--- src/rtl/jtcps2_obj_pkg.sv ---
// Shared types and constants for the CPS2 object-table copy engine.
package jtcps2_obj_pkg;

    typedef enum logic [2:0] {IDLE, REQ, WAIT, WR, SWAP} obj_state_t;

    localparam int          END_MARK_BIT = 15;
    localparam logic [15:0] END_FILL     = 16'hFFFF;

    function automatic int calc_ew(input int entries, input int words);
        return $clog2(entries * words);
    endfunction

endpackage

--- src/rtl/jtcps2_oframe_trig.sv ---
// Once-per-frame trigger from the rising edge of vdump==TRIG_LINE, plus the sticky overrun flag.
module jtcps2_oframe_trig
    import jtcps2_obj_pkg::*;
#(
    parameter logic [8:0] TRIG_LINE = 9'd240
) (
    input  logic       i_clk,
    input  logic       i_rst,
    input  logic       i_pxl_cen,
    input  logic [8:0] i_vdump,
    input  logic       i_busy,
    output logic       o_trig,
    output logic       o_overrun
);

    logic [8:0] r_vdump_last;
    logic       r_overrun;

    assign o_trig    = i_pxl_cen && (i_vdump == TRIG_LINE) && (r_vdump_last != TRIG_LINE);
    assign o_overrun = r_overrun;

    always_ff @(posedge i_clk) begin
        if (i_rst) begin
            r_vdump_last <= '0;
            r_overrun    <= 1'b0;
        end else begin
            if (i_pxl_cen) r_vdump_last <= i_vdump;
            if (o_trig && i_busy) r_overrun <= 1'b1;
        end
    end

endmodule

--- src/rtl/jtcps2_oframe_dma.sv ---
// Copies ORAM into the inactive half of a double-buffered frame table once per frame, then swaps.
// Optional JTCPS2_OBJ_EARLYEND_EN: a y word with bit 15 set ends the list early.
module jtcps2_oframe_dma
    import jtcps2_obj_pkg::*;
#(
    parameter int         ENTRIES   = 1024,
    parameter int         WORDS     = 4,
    parameter logic [8:0] TRIG_LINE = 9'd240,
    localparam int        EW        = calc_ew(ENTRIES, WORDS)
) (
    input  logic          i_clk,
    input  logic          i_rst,
    input  logic          i_pxl_cen,
    input  logic [8:0]    i_vdump,
    input  logic          i_obank,
    output logic [EW:0]   o_oram_addr,
    output logic          o_oram_cs,
    input  logic          i_oram_ok,
    input  logic [15:0]   i_oram_data,
    output logic          o_oframe_we,
    output logic [EW-1:0] o_oframe_addr,
    output logic [15:0]   o_oframe_data,
    output logic          o_obank_frame,
    output logic          o_busy,
    output logic          o_overrun
);

    localparam logic [EW-1:0] LAST_IDX = EW'(ENTRIES * WORDS - 1);

    obj_state_t    r_state, w_state_nx;
    logic [EW-1:0] r_idx, w_idx_nx;
    logic          r_obank_lat, w_obank_lat_nx;
    logic [15:0]   r_data, w_data_nx;
    logic          r_busy, w_busy_nx;
    logic          r_obank_frame, w_obank_frame_nx;
    logic          r_settled, w_settled_nx;
    logic          w_trig;

`ifdef JTCPS2_OBJ_EARLYEND_EN
    localparam int WB = $clog2(WORDS);
    logic r_fill, w_fill_nx;
    logic w_is_y, w_last_entry;
    assign w_is_y       = (r_idx & EW'(WORDS - 1)) == EW'(1);
    assign w_last_entry = (r_idx >> WB) == EW'(ENTRIES - 1);
`endif

    jtcps2_oframe_trig #(.TRIG_LINE(TRIG_LINE)) u_trig (
        .i_clk     (i_clk),
        .i_rst     (i_rst),
        .i_pxl_cen (i_pxl_cen),
        .i_vdump   (i_vdump),
        .i_busy    (r_busy),
        .o_trig    (w_trig),
        .o_overrun (o_overrun)
    );

    assign o_oram_addr   = {r_obank_lat, r_idx};
    assign o_oram_cs     = (r_state == REQ) || (r_state == WAIT);
    assign o_oframe_we   = (r_state == WR);
    assign o_oframe_addr = r_idx;
    assign o_oframe_data = r_data;
    assign o_obank_frame = r_obank_frame;
    assign o_busy        = r_busy;

    always_comb begin
        w_state_nx       = r_state;
        w_idx_nx         = r_idx;
        w_obank_lat_nx   = r_obank_lat;
        w_data_nx        = r_data;
        w_busy_nx        = r_busy;
        w_obank_frame_nx = r_obank_frame;
        w_settled_nx     = r_settled;
`ifdef JTCPS2_OBJ_EARLYEND_EN
        w_fill_nx        = r_fill;
`endif
        case (r_state)
            IDLE: begin
                if (w_trig) begin
                    w_obank_lat_nx = i_obank;
                    w_idx_nx       = '0;
                    w_busy_nx      = 1'b1;
                    w_state_nx     = REQ;
                end
            end
            REQ: begin
                w_settled_nx = 1'b0;
                w_state_nx   = WAIT;
            end
            WAIT: begin
                // first WAIT cycle lets SDRAM settle; ok is only honoured afterwards
                w_settled_nx = 1'b1;
                if (r_settled && i_oram_ok) begin
                    w_data_nx  = i_oram_data;
                    w_state_nx = WR;
                end
            end
            WR: begin
                if (r_idx == LAST_IDX) begin
                    w_state_nx = SWAP;
                end else begin
                    w_idx_nx   = r_idx + EW'(1);
                    w_state_nx = REQ;
                end
`ifdef JTCPS2_OBJ_EARLYEND_EN
                if (r_fill) begin
                    w_idx_nx   = r_idx;
                    w_state_nx = SWAP;
                end else if (w_is_y && r_data[END_MARK_BIT]) begin
                    if (w_last_entry) begin
                        w_idx_nx   = r_idx;
                        w_state_nx = SWAP;
                    end else begin
                        // terminate the scan list by poisoning the next entry's y word
                        w_idx_nx   = r_idx + EW'(WORDS);
                        w_data_nx  = END_FILL;
                        w_fill_nx  = 1'b1;
                        w_state_nx = WR;
                    end
                end
`endif
            end
            SWAP: begin
                w_obank_frame_nx = ~r_obank_frame;
                w_busy_nx        = 1'b0;
                w_state_nx       = IDLE;
`ifdef JTCPS2_OBJ_EARLYEND_EN
                w_fill_nx        = 1'b0;
`endif
            end
            default: w_state_nx = IDLE;
        endcase
    end

    always_ff @(posedge i_clk) begin
        if (i_rst) begin
            r_state       <= IDLE;
            r_idx         <= '0;
            r_obank_lat   <= 1'b0;
            r_data        <= '0;
            r_busy        <= 1'b0;
            r_obank_frame <= 1'b0;
            r_settled     <= 1'b0;
`ifdef JTCPS2_OBJ_EARLYEND_EN
            r_fill        <= 1'b0;
`endif
        end else begin
            r_state       <= w_state_nx;
            r_idx         <= w_idx_nx;
            r_obank_lat   <= w_obank_lat_nx;
            r_data        <= w_data_nx;
            r_busy        <= w_busy_nx;
            r_obank_frame <= w_obank_frame_nx;
            r_settled     <= w_settled_nx;
`ifdef JTCPS2_OBJ_EARLYEND_EN
            r_fill        <= w_fill_nx;
`endif
        end
    end

endmodule

--- config.mk ---
export PLATFORM = sky130hd
export DESIGN_NAME = jtcps2_oframe_dma
export DESIGN_NICKNAME = d
export VERILOG_FILES = /design/src/rtl/jtcps2_obj_pkg.sv /design/src/rtl/jtcps2_oframe_trig.sv /design/src/rtl/jtcps2_oframe_dma.sv
export SDC_FILE = /design/constraint.sdc
export NUM_CORES = 1
export LEC_CHECK = 0
export CAP_MARGIN = 20
export CORE_ASPECT_RATIO = 0.7
export CORE_MARGIN = 2
export CORE_UTILIZATION = 40
export CTS_CLUSTER_SIZE = 16
export DETAILED_ROUTE_END_ITERATION = 8
export MAX_ROUTING_LAYER = met4
export PLACE_DENSITY = 0.76
export SLEW_MARGIN = 5
export SYNTH_ARGS = -nofsm -noshare
export SYNTH_HDL_FRONTEND = slang
export SYNTH_SLANG_ARGS = --single-unit
--- constraint.sdc ---
create_clock -name i_clk -period 1.83 [get_ports i_clk]
set_input_delay 0.366 -clock i_clk [delete_from_list [all_inputs] [get_ports i_clk]]
set_output_delay 0.366 -clock i_clk [all_outputs]
set_load 0.02 [all_outputs]
==> results.md, run 1 <==
* Tmin final at 1.80 ns
* Asr flop ratio synth at 0%
* Hold depth at 3
* Worst EP arrival at 1.97 ns
* Die Y at 64.8 µm
* Max clock buf depth at 2
* Initial drt markers at 73
* H-tree lvl count at 2
* R2R Path End: o_oframe_addr[0]
* Library cells used by synthesis at 41
* Critical path class: in -> reg
* Post-CTS Hold Buffers at 0
* Avg WL per Cell at 13.1 µm
* Worst Hold Class: in -> reg
* Postcts setup bufs at 0
* Post-route antenna net violation count at 0
* Initial antenna violation count at 0
* Slew margin rel. at 77.5%
* Mapped Nets at 281
* Critical Path Sink Type: register
* Final Slew Violations at 0
* Final hold vios at 0
* RSZ-0062 raised after global routing: yes
* Clock Latency Late Sink at 0.30 ns
* CP max FO at 8
* Fmax at 0.555 GHz
* First-pass GRT wire length at 8760 µm
* Reg2reg start: r_state[0]
* R2R setup slack at 0.12 ns
* Worst-path clk slew at 0.09 ns
* # clock sinks at 45
* Initial DRT Pass Iterations at 4
* Cells after Synth at 250
* Cell depth of the worst flop-to-flop path at 4
* GRT Overall Usage at 18.9%
* Flops & latches, synth at 45
* Hold Path Origin: i_vdump[3]
* Number of CTS-inserted buffers at 5
* Final Util at 59.9%
* Power Density at 613 nW/µm²
* Synth Area per Inst at 8.44 µm²
* Area of the mapped netlist at 2110 µm²
* Hpwl dp at 3930 µm
* Least-Margin Pin Slew at 0.333 ns
* Leak Pwr at 1.23 nW
* Antenna cell count at 0
* Period utilization at 98.4%
* Routed vias/inst at 5.09
* Largest net degree at the start of global routing at 19
* CP required at 2.00 ns
* Non-Filler Instances at 401
* Number of global-route vias before repair at 1929
* Via count at 2041
* Peak supply drop at 0.399 mV
* Final setup vio count at 0
* Post-synth EDFFs at 0
* Most used DFF post-synth: dfxtp_1
* P&R area growth vs syn at 46.9%
* Core area at 5170 µm²
* Routability Congestion at 0.793
* Wirelength, routed at 5270 µm
* Worst setup SP type: input port
* Die W at 90.8 µm
* Ys Warns at 0
* Hold EP: u_trig.r_vdump_last[3]
* Share of cells above drive strength 1 at 15.5%
* Post-synthesis sequential area ratio at 42.7%
* Pwr Total at 1.90 mW
* GRT Residual Overflow at 0
* Area of the die at 5880 µm²
* Num rows at 22
* Max-Cap Viols at 0
* Drt drc at 0
* Nets at 359
* CTS tree: done
* TNS Setup at 0 ns
* Starting Density at 40.8%
* # placed instances at 393
* Top Ports at 76
* Clock Skews at 0.00814 ns
* IO buf count at 75
* Root buf cell: clkbuf_8
* Status: finished, final reports clean
-- critical path, cell delays in order --
cell and delay (ns):
buf_6 0.09, or4b_4 0.53, or4_4 0.57, o21ai_4 0.27, a311oi_1 0.14
-- timing repair --
action                                  in CTS  in global routing
resized for setup                           15                 14
endpoints found under the setup margin      18                 13
hold endpoints to repair                     0                  0
pin swaps                                    6                  8
-- kinds of logic after synthesis --
| group | Yosys count | synth area share (%) |
|---|---|---|
| AND/OR/NAND/NOR | 105 | 25.3 |
| adder cells (fa/ha/maj) | 1 | 0.593 |
| AO/OA/AOI/OAI | 50 | 16.3 |
| buffers and inverters | 36 | 9.13 |
| XOR/XNOR | 3 | 1.25 |
| flip-flops | 45 | 42.7 |
| multiplexers | 10 | 4.75 |
-- layout make-up --
class | count | area, µm²
clock inverters | 3 | 21.3
multi-input cells | 169 | 1040
clock buffers | 5 | 68.8
well taps | 72 | 90.1
repair buffers | 102 | 956
inverters | 5 | 18.8
flip-flops and latches | 45 | 905
fillers | 493 | 2080
-- Yosys cell counts, drive strengths merged, types with 2 or more instances --
master	count	area [µm²]
nand2b	7	43.8
a31o	2	17.5
dfxtp	45	901
o211ai	3	22.5
nor3	8	40.0
nor4	3	18.8
nor2	18	67.6
o21ai	5	36.3
mux2i	10	100
inv	5	18.8
and4b	2	20.0
xor2	2	17.5
a21oi	21	105
nand3	5	25.0
and3	5	31.3
a311oi	5	43.8
buf	19	129
a211o	4	35.0
a41oi	3	26.3
nor3b	2	15.0
nand2	39	146
nand4	4	25.0
nand4b	4	35.0
or3	3	18.8
a31oi	2	12.5
o311ai	2	17.5
clkbuf	12	45.0
-- sequential cells by signal, summed over array words and instances (netlist names) --
| signal | flops |
|---|---|
| o_oframe_addr | 12 |
| o_busy | 1 |
| r_obank_lat | 1 |
| u_trig.r_vdump_last | 9 |
| o_oframe_data | 16 |
| r_settled | 1 |
| r_state | 3 |
| u_trig.o_overrun | 1 |
| o_obank_frame | 1 |
-- report_power, final --
group,switching (mW),internal (mW),leakage [nW]
Sequential,0.0193,1.01,0.366
Clock,0.351,0.271,0.0445
Combinational,0.115,0.137,0.818
Total,0.485,1.41,1.23
-- metrics by stage --
stage,setup WS (ns),area [µm²],hold slack (ns)
6_report,0.0292,3100,0.289
5_1_grt,-0.000393,3100,0.278
3_5_place_dp,-0.519,2990,0.447
4_1_cts,0.00276,3070,0.315
3_3_place_gp,-0.510,2990,0.441
2_1_floorplan,0.00296,2120,0.450
-- worst max path at each step --
stage / from / to / depth (start not counted)
2_1_floorplan: i_pxl_cen / o_oframe_addr[0] / 5
3_3_place_gp: i_pxl_cen / o_oframe_addr[0] / 5
3_5_place_dp: i_vdump[1] / o_oframe_addr[2] / 5
4_1_cts: o_oframe_addr[7] / o_oframe_addr[7] / 2
5_1_grt: i_vdump[3] / o_oframe_addr[7] / 5
6_report: i_vdump[3] / o_oframe_addr[0] / 5
-- layout by cell type, fill, tap and decap left out, types with 5 or more instances in the layout --
cell,Yosys,final
a21oi_1,21,21
a311oi_1,5,5
nor2_1,18,18
inv_1,5,5
nand2_1,39,39
clkdlybuf4s50_1,0,61
mux2i_1,10,10
clkbuf_8,0,5
nand2b_1,7,7
nor3_1,8,7
nand3_1,5,5
dlymetal6s2s_1,0,6
buf_4,13,27
dfxtp_1,45,42
-- metal layers --
layer	track usage [%]	share of wire (%)	wire length [µm]	vias up
met4	7.39	1.3	66	0
met1	24.4	47	2490	940
met2	28.4	45	2380	67
met5	-	0	0	-
met3	5.23	6.4	337	7
li1	-	-	-	1027
(Power assumes the default switching activity.)
==> inputs of run 2 (changes only) <==
CORE_MARGIN = default   (was 2)
clock period = 1.6 ns   (was 1.83 ns; I/O delays follow)
==> run 2 against run 1 <==
Net effect:
- the flow now finishes with violations (negative setup slack)
- combinational power rose by 38%
- clock skew rose by 0.0011 ns
- count of clock-buffer cells in the layout rose by 1
- utilization rose by 6.1 points
- final cell count rose by 2.2%
- global-route usage rose by 3.5 points
- critical path type unchanged
- die area fell by 5.2%
- critical path depth did not move
- largest cell class unchanged
- via count rose by 6.0%
==> results.md, run 2 (synthesis gave the netlist of run 1 again) <==
* Status: finished, violations left
* Failing checks: negative setup slack
* Hold depth at 3
* Routed vias/inst at 5.28
* RSZ-0062 raised after global routing: yes
* Number of global-route vias before repair at 2020
* Via count at 2163
* Period utilization at 107%
* Most common cell after layout, fill and taps aside: dfxtp_1
* Avg WL per Cell at 13.8 µm
* Most frequent cells in the layout: 42 x dfxtp_1, 39 x nand2_1, 39 x buf_4, 31 x dlygate4sd2_1, 22 x clkdlybuf4s50_1
* Reg2reg start: r_state[2]
* Cell depth of the worst flop-to-flop path at 4
* Num rows at 21
* Fin area at 3240 µm²
* CP max FO at 8
* Critical-path cell list: buf_6 -> or4b_4 -> or4_4 -> o21ai_4 -> a311oi_1
* GRT Residual Overflow at 0
* Busiest layer in global routing: met2
* P&R area growth vs syn at 53.7%
* M3 GR Usage at 7.27%
* # clock sinks at 45
* Fillers at 419
* Final setup margin at -0.111 ns
* Met2 usage at 33.3%
* Root buf cell: clkbuf_8
* Wirelength, routed at 5650 µm
* Post-route antenna net violation count at 0
* Area of the die at 5570 µm²
* Dpl ws at -0.703 ns
* Hold EP: u_trig.r_vdump_last[2]
* Max clock buf depth at 2
* Nets at 371
* Peak supply drop at 0.488 mV
* Slew margin rel. at 77.7%
* GRT Overall Usage at 22.4%
* Share of cells above drive strength 1 at 21.1%
* Clock Latency Late Sink at 0.31 ns
* Pwr Total at 2.22 mW
* Die Y at 62.8 µm
* Core area at 4910 µm²
* IO buf count at 75
* Post-place instance area at 3090 µm²
* Initial DRT Pass Iterations at 4
* Worst EP arrival at 1.90 ns
* R2R Path End: o_oframe_addr[2]
* Number of CTS-inserted buffers at 5
* Die W at 88.8 µm
* Clock Skews at 0.00928 ns
* Max reg flops at 16
* Power Density at 685 nW/µm²
* Met1 Use GR at 28.4%
* H-tree lvl count at 2
* Starting Density at 42.9%
* Leak Pwr at 1.65 nW
* Crit path buf inv count at 1
* CTS tree: done
* Routability Congestion at 0.797
* Final Slew Violations at 0
* Hold Path Origin: i_vdump[2]
* Initial antenna violation count at 0
* Critical Path Max Stage Delay at 0.54 ns
* Tmin final at 1.71 ns
* Final hold vios at 0
* Antenna cell count at 0
* Least-Margin Pin Slew at 0.330 ns
* Slowest CP cell: or4_4
* Drt drc at 0
* Final setup vio count at 8
* Critical path class: in -> reg
* Hpwl dp at 4200 µm
* CP required at 1.79 ns
* Worst setup SP type: input port
* Largest net degree at the start of global routing at 20
* Initial drt markers at 128
* R2R setup slack at -0.10 ns
* Critical Path Sink Type: register
* Worst Hold Class: in -> reg
* Max-Cap Viols at 0
* Fmax at 0.584 GHz
* Top Ports at 76
* Critical path's top delay family: simple AND/OR/NAND/NOR gates
* Worst-path clk slew at 0.09 ns
* First-pass GRT wire length at 9260 µm
-- run 2: repair_timing --
| action | 4_1_cts | 5_1_grt |
|---|---|---|
| resized for setup | 61 | 29 |
| hold buffers | 0 | 0 |
| gates cloned | 0 | 0 |
| setup endpoints to repair | 43 | 47 |
| pin swaps | 9 | 8 |
| setup buffers | 1 | 0 |
-- run 2: area by class of cell --
type | instances | area [µm²] | share of cell area [%]
Inverter | 5 | 18.8 | 0.579
Tap cell | 69 | 86.3 | 2.66
Clock buffer | 6 | 72.6 | 2.24
Clock inverter | 2 | 10.0 | 0.309
Multi-Input combinational cell | 169 | 1100 | 33.8
Timing Repair Buffer | 114 | 1050 | 32.3
Sequential cell | 45 | 910 | 28.0
-- run 2: stage by stage --
step                instances  hold slack [ns]  utilization, %  TNS (ns)
floorplan                 250            0.450               -     -1.99
global placement          401            0.441            62.8     -9.17
detailed placement        401            0.448            62.8     -9.90
CTS                       410            0.262            64.2    -0.986
global route              410            0.271            66.0     -1.30
finish                    410            0.261            66.0    -0.758
-- run 2: where the power goes --
group | leakage, nW | internal, mW | switching (mW)
sequential | 0.366 | 1.15 | 0.0216
clock | 0.0450 | 0.303 | 0.400
combinational | 1.24 | 0.195 | 0.155
-- run 2: tightest hold or removal path: stages --
cell     delay [ns]
buf_6          0.07
mux2i_1        0.05
nor2_1         0.08
-- run 2: worst max-delay path by stage --
stage	from	end	slack, ns	cells past startpoint
6_report	i_vdump[3]	o_oframe_addr[2]	-0.11	5
5_1_grt	r_state[2]	o_oframe_addr[0]	-0.17	4
4_1_cts	i_vdump[3]	o_oframe_addr[1]	-0.13	5
3_5_place_dp	i_vdump[1]	o_oframe_addr[11]	-0.70	5
3_3_place_gp	i_vdump[1]	o_oframe_addr[0]	-0.68	5
2_1_floorplan	i_pxl_cen	o_oframe_addr[11]	-0.18	5
-- run 2: per-layer routing --
layer	routed length, µm	vias up
met5	0	-
met4	98	0
met3	452	11
met2	2530	89
met1	2570	1010
li1	-	1053
==> inputs of run 3 (changes only) <==
ABC_CLOCK_PERIOD_IN_PS = 1600   (was default)
SLEW_MARGIN = default   (was 5)
==> results of run 3 <==
No change in the layout: final DEF, timing and power equal those of run 2.
